File: src/rtl/fetch_queue.sv
`default_nettype none
// ============================================================================
// Module   : fetch_queue
// Brief    : Circular instruction queue between fetch and dual-issue decode.
//            Accepts up to two instructions per cycle and presents the two
//            oldest entries show-ahead. It stalls the PC when fewer than two
//            entries are free, and it is emptied on recovery flush.
// Revision : 1.0  initial release
// ============================================================================
module fetch_queue #(
  parameter int DEPTH = 8
) (
  input  logic                       clk,
  input  logic                       rst,
  input  logic                       flush,
  input  logic                       fetch_valid,
  input  logic [31:0]                fetch_pc,
  input  logic [31:0]                fetch_instr0,
  input  logic [31:0]                fetch_instr1,
  input  logic                       fetch_instr1_valid,
  input  logic                       fetch_pred_taken,
  input  logic                       fetch_pred_slot,
  output logic                       fetch_stall,
  output logic                       dec_valid0,
  output logic                       dec_valid1,
  output logic [31:0]                dec_pc0,
  output logic [31:0]                dec_pc1,
  output logic [31:0]                dec_instr0,
  output logic [31:0]                dec_instr1,
  output logic                       dec_pred_taken0,
  output logic                       dec_pred_taken1,
  input  logic [1:0]                 dec_pop,
  output logic [$clog2(DEPTH):0]     count
);

  localparam int AW = $clog2(DEPTH);
  localparam int CW = AW + 1;
  localparam logic [CW-1:0] c_STALL_LEVEL = CW'(DEPTH - 1);
  localparam logic [CW-1:0] c_TWO         = CW'(2);

  // Entry storage (not reset; validity comes from the occupancy counter)
  logic [31:0]   pc_mem_q    [DEPTH];
  logic [31:0]   instr_mem_q [DEPTH];
  logic          pt_mem_q    [DEPTH];

  logic [AW-1:0] head_q, head_d;
  logic [AW-1:0] tail_q, tail_d;
  logic [CW-1:0] count_q, count_d;

  logic          w_push0;
  logic          w_push1;
  logic [CW-1:0] w_push_n;
  logic [CW-1:0] w_pop_req;
  logic [CW-1:0] w_pop_n;
  logic [AW-1:0] w_tail1;
  logic [AW-1:0] w_head1;

  // Stall depends only on the registered count so the PC path starts at a flop
  assign fetch_stall = (count_q >= c_STALL_LEVEL);

  assign w_push0  = fetch_valid & ~fetch_stall & ~flush;
  // Slot 1 is dropped when slot 0 is a predicted-taken branch
  assign w_push1  = w_push0 & fetch_instr1_valid & ~(fetch_pred_taken & ~fetch_pred_slot);
  assign w_push_n = CW'(w_push0) + CW'(w_push1);

  // Decode asking for more than is present is clamped to the occupancy
  assign w_pop_req = CW'(dec_pop);
  assign w_pop_n   = (w_pop_req > count_q) ? count_q : w_pop_req;

  assign w_tail1 = tail_q + AW'(1);
  assign w_head1 = head_q + AW'(1);

  // Next-state pointer and occupancy arithmetic; flush discards this cycle's push/pop
  always_comb begin
    head_d  = head_q + AW'(w_pop_n);
    tail_d  = tail_q + AW'(w_push_n);
    count_d = count_q + w_push_n - w_pop_n;
    if (flush) begin
      head_d  = '0;
      tail_d  = '0;
      count_d = '0;
    end
  end

  // Pointer and counter registers
  always_ff @(posedge clk) begin
    if (rst) begin
      head_q  <= '0;
      tail_q  <= '0;
      count_q <= '0;
    end else begin
      head_q  <= head_d;
      tail_q  <= tail_d;
      count_q <= count_d;
    end
  end

  // Write accepted slots at tail and tail+1 (wraps naturally modulo DEPTH)
  always_ff @(posedge clk) begin
    if (w_push0) begin
      pc_mem_q[tail_q]    <= fetch_pc;
      instr_mem_q[tail_q] <= fetch_instr0;
      pt_mem_q[tail_q]    <= fetch_pred_taken & ~fetch_pred_slot;
    end
    if (w_push1) begin
      pc_mem_q[w_tail1]    <= fetch_pc + 32'd4;
      instr_mem_q[w_tail1] <= fetch_instr1;
      pt_mem_q[w_tail1]    <= fetch_pred_taken & fetch_pred_slot;
    end
  end

  assign dec_valid0      = (count_q != '0);
  assign dec_valid1      = (count_q >= c_TWO);
  assign dec_pc0         = pc_mem_q[head_q];
  assign dec_pc1         = pc_mem_q[w_head1];
  assign dec_instr0      = instr_mem_q[head_q];
  assign dec_instr1      = instr_mem_q[w_head1];
  assign dec_pred_taken0 = pt_mem_q[head_q];
  assign dec_pred_taken1 = pt_mem_q[w_head1];
  assign count           = count_q;

endmodule
`default_nettype wire

File: config.mk
export PLATFORM = sky130hd
export DESIGN_NAME = fetch_queue
export DESIGN_NICKNAME = d
export VERILOG_FILES = /design/src/rtl/fetch_queue.sv
export SDC_FILE = /design/constraint.sdc
export NUM_CORES = 1
export LEC_CHECK = 0
export CAP_MARGIN = 20
export CORE_UTILIZATION = 40
export DETAILED_ROUTE_END_ITERATION = 10
export PLACE_DENSITY_LB_ADDON = 0.25
export REMOVE_ABC_BUFFERS = 1
export SKIP_LAST_GASP = 1
export SLEW_MARGIN = 20
export SYNTH_ARGS = -nofsm -noshare
export SYNTH_HDL_FRONTEND = slang
export SYNTH_SLANG_ARGS = --single-unit
File: constraint.sdc
create_clock -name clk -period 11.9 [get_ports clk]
set_input_delay 1.19 -clock clk [delete_from_list [all_inputs] [get_ports clk]]
set_output_delay 1.19 -clock clk [all_outputs]
set_load 0.01 [all_outputs]
**Word-level counts from Yosys, hierarchy flattened**

Memories as Yosys holds them, arrays and structs flattened. A register that Yosys moved wholly into a read port is not among the register bits.
Cells that the tools add are included.

- Add/sub/neg operators: 8
- $lt $le $gt $ge: 3
- Reduce and logical (&&, ||, !) cells: 2
- Bitwise logic cells: 10
- Muxes and demuxes: 8

Operator list:

| operator | count |
|---|---|
| adder 32 x 3 -> 32 bit (second input constant) | 1 |
| 2-to-1 mux 3 bit | 3 |
| adder 3 x 1 -> 3 bit (second input constant) | 2 |
| AND 1 bit | 6 |
| adder 4 x 2 -> 4 bit | 1 |
| greater-or-equal comparator 4 x 2 -> 1 bit (second input constant) | 1 |
| greater-or-equal comparator 4 x 3 -> 1 bit (second input constant) | 1 |
| greater-than comparator 2 x 4 -> 1 bit | 1 |
| 2-to-1 mux 1 bit | 4 |
| 2-to-1 mux 4 bit | 1 |
| inverter 1 bit | 4 |
| nonzero test 4 bit | 1 |
| subtractor 4 bit | 1 |
| adder 3 x 2 -> 3 bit | 1 |
| adder 3 bit | 1 |
| adder 1 x 1 -> 2 bit | 1 |
| OR reduction 2 bit | 1 |

- Flip-flop bits (word level): 10
- Bits in writable memories: 520
- Input port bits: 105
- Output and inout port bits: 137
- Memories kept: 3
- Word-level logic and storage cells: 37

Memories:

| memory | words | width | read ports | clocked after Yosys merged registers in | wr ports | line | text |
|---|---|---|---|---|---|---|---|
| instr_mem_q | 8 | 32 | 2 | 1 | 2 | 43 | `logic [31:0] instr_mem_q [DEPTH];` |
| pc_mem_q | 8 | 32 | 2 | 1 | 2 | 42 | `logic [31:0] pc_mem_q [DEPTH];` |
| pt_mem_q | 8 | 1 | 2 | 1 | 2 | 44 | `logic pt_mem_q [DEPTH];` |

**Logic depth before layout (Yosys ltp)**

- Word-level depth: 9
- Gate-level depth with buffers: 14
- Mapped depth without buffers: 14

**Worst setup path after synthesis**

Ideal clock, no wire load.

- Path type: input to register
- From: in flush
- To: mem instr_mem_q[0][0], enable pin
- Required time: 11.315 ns
- Stages: 3
- Slack: 4.760 ns
- Arrival: 6.555 ns
- Library setup time: 0.585 ns
- Path buffers: 0
- Cells stage by stage: nor4b_1 nand2_1 o31ai_1

RTL lines:

| item | line | text |
|---|---|---|
| start: declaration | 15 | `input logic flush,` |
| end: declaration | 43 |  |

**Final worst setup path**

- From: reg head_q[0]
- To: out dec_pc1[23]

- Longest elaborated chain between the ends: 2

RTL lines:

| item | line | text |
|---|---|---|
| start: declaration | 46 | `logic [AW-1:0] head_q, head_d;` |
| start signal: assignment | 88 | `head_q <= '0;` |
| start signal: assignment | 92 | `head_q <= head_d;` |
| adder 3 x 1 -> 3 bit | 71 | `assign w_head1 = head_q + AW'(1);` |
| memory read (8 x 32 bit) | n/a |  |
| end: declaration | 27 | `output logic [31:0] dec_pc1,` |

No other way between the ends.

==> results.md <==
- Largest net degree at the start of global routing: approximately 150
- Max-Slew Margin vs Limit: between 20% and 30%
- Dominant synthesized flop cell: edfxtp_1
- Antenna violations before repair: 9
- DR top layer: met5
- Setup bufs post-CTS: 0
- Largest stage delay on the critical path: 0.91 ns
- Non-filler cells in the finished layout: around 3.8k
- IO Pins: ~240
- Placement-stage worst setup slack: 6.40 ns
- Inst Count DP: 3,673
- Arr. time, crit path: 4.68 ns
- CTS Buffer Depth: 3
- Post-synth EDFFs: 520
- Total grt overflow: 0
- Metal1 wirelength: between 30,000 and 40,000 um
- Hold depth: 2
- Setup_tns: 0 ns
- First-pass GRT wire length: 143,000 um
- Max-slew violation count: 0
- Layout cells sized above 1: 20.2%
- Worst Hold Class: register to register
- PwrDens: 162 nW/um2
- Hold slack: roughly 0.70 ns
- Met3 wire len: ~8000 um
- Final hold vios: 0
- Post-Route WL: between 90,000 and 100,000 um
- Port bufs: around 240
- Reg2reg path depth: 7
- CORE AREA: roughly 78,000 um2
- Number of global-route vias before repair: 21.8k
- Total of warnings raised by yosys: 0
- Avg Inst Size Synth: approximately 12 um2
- Synthesized instance count: between 2k and 3k
- Ys async rst share: 0%
- DP Wirelength: approximately 59,000 um
- Drc violations: 0
- Worst skew pair latency: 0.63 ns
- CP Cell Sequence: buf_12 > buf_4 > buf_16 > mux4_2 > mux2_2 > clkdlybuf4s50_1
- RSZ-0062 raised after global routing: false
- Max FO, Critical Path: 147
- Die X: around 280 um
- Die area: roughly 80,000 um2
- Final worst path period need: 5.87 ns
- Worst path slowest cell: dfxtp_4
- Setup Skew: between 0.02 and 0.03 ns
- Worst-margin pin slew: ~1.1 ns
- DRT iter0 DRCs: 2,385
- DRT Pass-1 Iters: 5
- Vias: between 20k and 25k
- Seq/Total Area, Yosys: about half
- Tcrit/Tclk final: 49.4%
- CTS Buf Count: 57
- Clk slew on worst S/H paths: 0.06 ns
- Vias per Instance: 5.74
- Total GRT Usage: about 25%
- CTS tree: done
- Top cell type's share of synthesized area: between 40% and 50%
- Final Net Count: 2,818
- Synthesized cell area: around 31,000 um2
- Met2 WL post-DR: ~50,000 um
- Worst setup path class: register to output port
- Yosys reg bits: 530
- Clock root buffer: clkbuf_16
- Fmax achieved: about 170 MHz
- Max H-tree Level: 2
- Library cells used by synthesis: between 40 and 50
- Antenna-violating nets left: 0
- WL/cell: approximately 26 um
- Worst VDD drop: slightly above 0.0001 V
- Die Span Y: 283 um
- WP data required: approximately 11 ns
- Area leader, netlist: edfxtp_1
- Critical Path End Type: output port
- WP depth: 6
- # clock sinks: 530
- Post-CTS resize count: 0
- Pwr Total: between 0.005 and 0.006 W
- GP Congestion: 0.825
- Max_cap viols: 0
- Main area contributors after synthesis: edfxtp_1 50%, mux4_2 19%, nand2_1 11%
- Worst path bufs/invs: 4
- Initial Util: approximately two fifths
- Worst Slack Setup Final: 6.03 ns
- Synthesis-to-finish area growth: 15.4%
- CTS Hold Buffers Added: 0
- Reported leakage power: 12.3 nW
- Outcome: finished clean
- Setup Viol. Count Final: 0
- Startpoint types: register
- Top delay family on crit path: buffers and inverters
- Site row count: 102
Yosys cell counts (all sizes together) (4+ instances only):
cell	number
xnor2	141
clkbuf	105
and3	7
nor4	5
mux2	131
and2	7
nand3	21
or3	5
mux4	260
nor3	17
nand4	12
nand2	935
edfxtp	520
ha	17
xor2	100
nor2	114
a21oi	9
dfxtp	10
buf	157
or4	4
o21ai	8
inv	12
worst reg2reg max path: cells and delay by family (launching register included):
family,cells,cell delay [ns]
simple gates,3,1.87
buf+inv,2,0.95
compound gates,1,0.47
flops,1,0.43
fa+ha+maj,1,0.19
sequential cells by signal (all words and copies together), names as in the netlist:
signal	count
pt_mem_q	8
count	4
instr_mem_q	256
head_q	3
pc_mem_q	256
tail_q	3
routing by layer:
layer | GRT usage, % | vias to the layer above
li1 | - | 9408
met5 | 0 | -
met3 | 4.40 | 174
met1 | 32.1 | 11080
met2 | 41.6 | 1011
met4 | 7.05 | 12
per-stage QoR:
step                area [um2]  util, %
floorplan                30300        -
global placement         34500     44.5
detailed placement       34500     44.5
CTS                      36300     46.7
global route             36300     46.8
finish                   36300     46.8
power breakdown:
part	leakage [nW]	internal (W)	switching (W)	total (W)
registers	4.79	0.00212	0.0000701	0.00219
logic	6.70	0.00107	0.000909	0.00198
clock network	0.851	0.000965	0.000752	0.00172
total	12.3	0.00415	0.00173	0.00588
cell type report:
cell class | instances | area (um2)
clock buffers | 74 | 1530
multi-input cells | 1812 | 14600
clock inverters | 30 | 215
well taps | 1040 | 1300
inverters | 13 | 48.8
flip-flops and latches | 530 | 15800
repair buffers | 279 | 2730
diodes | 3 | 7.51
fillers | 6817 | 41300
cell families after synthesis:
logic type               Yosys count  synth area share (%)
flip-flops                       530                  50.2
buffers and inverters            275                  4.00
multiplexers                     391                  23.3
XOR/XNOR                         241                  6.71
adder cells (fa/ha/maj)           20                 0.867
AND/OR/NAND/NOR                 1138                  14.5
AO/OA/AOI/OAI                     22                 0.390
layout by cell type, fill, tap and decap left out, types with 3 or more instances in the layout:
cell type	count
o21ai_4	6
mux4_2	260
bufinv_16	3
buf_4	35
fa_1	3
dfxtp_1	7
nand2_1	935
nor3_2	8
clkbuf_1	15
nand2b_1	3
nand4_1	11
mux2_2	131
nor2_2	8
ha_1	16
diode_2	3
nand3_1	15
and3_1	5
a21oi_1	9
or3_4	4
clkbuf_16	59
dfxtp_4	3
xor2_1	99
xnor2_1	141
clkdlybuf4s50_1	241
edfxtp_1	520
clkinv_2	9
nand3_4	4
and2_1	7
clkinv_1	16
inv_1	12
nor3_1	9
nor2_1	106
worst paths after layout:
kind                   from             end  slack, ns
setup reg to reg   count[3]  pc_mem_q[2][0]       7.55
hold / removal    tail_q[0]       tail_q[0]       0.70
hold reg to reg   tail_q[0]       tail_q[0]       0.70
setup / recovery  head_q[0]     dec_pc1[23]       6.03
(Power assumes the default switching activity.)
==> RTL change: new RTL, same settings <==
Register the outputs `dec_pred_taken0` and `dec_pred_taken1`, with the module's reset; this adds one clock of latency there. The other outputs are not delayed to match.
--- a/src/rtl/fetch_queue.sv
+++ b/src/rtl/fetch_queue.sv
@@ -115,8 +115,15 @@
   assign dec_pc1         = pc_mem_q[w_head1];
   assign dec_instr0      = instr_mem_q[head_q];
   assign dec_instr1      = instr_mem_q[w_head1];
-  assign dec_pred_taken0 = pt_mem_q[head_q];
-  assign dec_pred_taken1 = pt_mem_q[w_head1];
+  always_ff @(posedge clk) begin
+    if (rst) begin
+      dec_pred_taken0 <= '0;
+      dec_pred_taken1 <= '0;
+    end else begin
+      dec_pred_taken0 <= pt_mem_q[head_q];
+      dec_pred_taken1 <= pt_mem_q[w_head1];
+    end
+  end
   assign count           = count_q;
 
 endmodule
Function: changed (a bounded check fails within 4 cycles, from zero or initial values and one cycle with rst high).
==> RTL change against the unedited design <==
Fmax shrank 0.95%. Design area rose by 0.73%. Power increased by 1.3%. Synthesized cell count barely moved. Die area is 0.16% lower. Non-clock buffer count up 10. Critical path type unchanged. Critical endpoint is now dec_pc1[12]. Synthesized area fell by 0.16%. Final cell count is 0.29% higher. Routed wire length up 1.4%. Critical path depth unchanged. Utilization increased by 0.34 points. Sequential cell count grew 2. Worst setup slack got worse by 0.057 ns.
==> RTL change: results (changes against the unedited design) <==
status=completed; post-DP HPWL=57,200 µm (-2.7%); diode count=0 (-3); Adder-Cell Fraction of Synth Area=0.868% (+0.0014 points); setup bufs post-CTS=0 (unchanged); GR Util met2=43.1% (+1.5 points); worst setup path end=dec_pc1[12]; initial antenna violation count=4 (-5); critical path arrival=4.74 ns (+0.06 ns); Reg2Reg Depth=7 (unchanged); r2r endpoint=pc_mem_q[0][0]$_DFFE_PP_; DR vias/cell=5.75 (+0.19%); largest net degree at the start of global routing=154 (+4.1%); Synth Area in XOR/XNOR=6.69% (-0.017 points); Yosys cell types=49 (+6.5%); Clock Skew=0.00985 ns (-0.0161 ns); fin cells=3,792 (+0.29%); CP max-delay cell=ha_4; Worst path top cell family by delay=buffers and inverters; share of layout cells above drive strength 1=20.3% (+0.12 points); PD cells=163 mW/mm² (+0.51%); placed insts=3,685 (+0.33%); M1 GR Usage=32.6% (+0.53 points); commonest cells in the synthesized netlist=nand2_1, edfxtp_1, mux4_2; routability cong.=0.773 (-6.2%); Port-buffer cells=241 (unchanged); final wirelength=99,500 µm (+1.4%); first-pass GRT wire length=145,000 µm (+1.3%); GR Util All Layers=25.0% (+0.45 points); Post-synth ARST share=0% (unchanged); CTS buffer count=58 (+1.8%); vias in the first global route=22,300 (+2.5%); Synth Warn #=0 (unchanged); mux contribution to synthesized area=23.3% (+0.029 points); syn_area_per_cell=12.0 µm² (-0.12%); Reg2Reg Setup Slack=7.58 ns (+0.03 ns); combinational fraction of design power=33.0% (-0.7 points); most area-consuming cells after synthesis=edfxtp_1, mux4_2, nand2_1, mux2_2, xnor2_1; Post-synth EDFFs=520 (unchanged); worst-margin pin slew=1.17 ns (+0.0676 ns); crit-path max cell delay=1.01 ns (+0.10 ns); Clock Tree Buf Depth=3 (unchanged); M3 GR Usage=3.58% (-0.83 points); worst flop-to-flop path startpoint=tail_q[1]$_SDFF_PP0_; quantity of gates resized following cts=0 (unchanged); largest family of logic cells by synthesized area=multiplexers; Synth Area in Compound Gates=0.390% (+0.00062 points); Starting DRT DRC Count=2,309 (-3.2%); VDD IR max=0.000110 V (+6.3%); CP max FO=64 (-56%); post-route ant nets=0 (unchanged); fin nets=2,833 (+0.53%); Switching Share=29.0% (-0.38 points); part of the power in registers=36.9% (-0.3 points); Pre-antenna DRT Iters=6 (+1); register area share after synthesis=50.5% (+0.21 points); Leak Pwr=0.0125 µW (+1.6%)
RTL change: routing by layer:
layer | vias to the layer above | part of all wire [%]
met5 | - | 0.036
met4 | 6 | 2.7
met3 | 177 | 7.8
met2 | 1073 | 50
met1 | 11100 | 40
li1 | 9420 | -
RTL change: worst min-delay path by stage:
stage / end / start / depth (start not counted) / slack, ns
floorplan: tail_q[2]$_SDFF_PP0_ / tail_q[2]$_SDFF_PP0_ / 2 / 0.58
global placement: tail_q[0]$_SDFF_PP0_ / tail_q[0]$_SDFF_PP0_ / 2 / 0.69
detailed placement: head_q[2]$_SDFF_PP0_ / count[2]$_SDFF_PP0_ / 4 / 0.71
CTS: head_q[2]$_SDFF_PP0_ / count[2]$_SDFF_PP0_ / 4 / 0.73
global route: tail_q[0]$_SDFF_PP0_ / tail_q[0]$_SDFF_PP0_ / 2 / 0.76
finish: head_q[2]$_SDFF_PP0_ / count[2]$_SDFF_PP0_ / 4 / 0.73
RTL change: stage by stage:
step | cell area (µm²) | setup TNS, ns | utilization, % | setup WS, ns | hold WS (ns)
5_1_grt | 36600 | 0 | 47.1 | 5.78 | 0.757
4_1_cts | 36500 | 0 | 47.0 | 5.62 | 0.728
3_3_place_gp | 34700 | 0 | 44.7 | 6.38 | 0.694
6_report | 36600 | 0 | 47.1 | 5.97 | 0.728
3_5_place_dp | 34700 | 0 | 44.7 | 6.26 | 0.712
2_1_floorplan | 30300 | -119.14 | - | -1.85 | 0.585
RTL change: layout make-up:
class | count | area (µm²)
clock inverters | 31 | 297
fillers | 6879 | 41000
inverters | 12 | 45.0
clock buffers | 73 | 1530
repair buffers | 289 | 2850
multi-input cells | 1815 | 14700
flip-flops and latches | 532 | 15900
well taps | 1040 | 1300
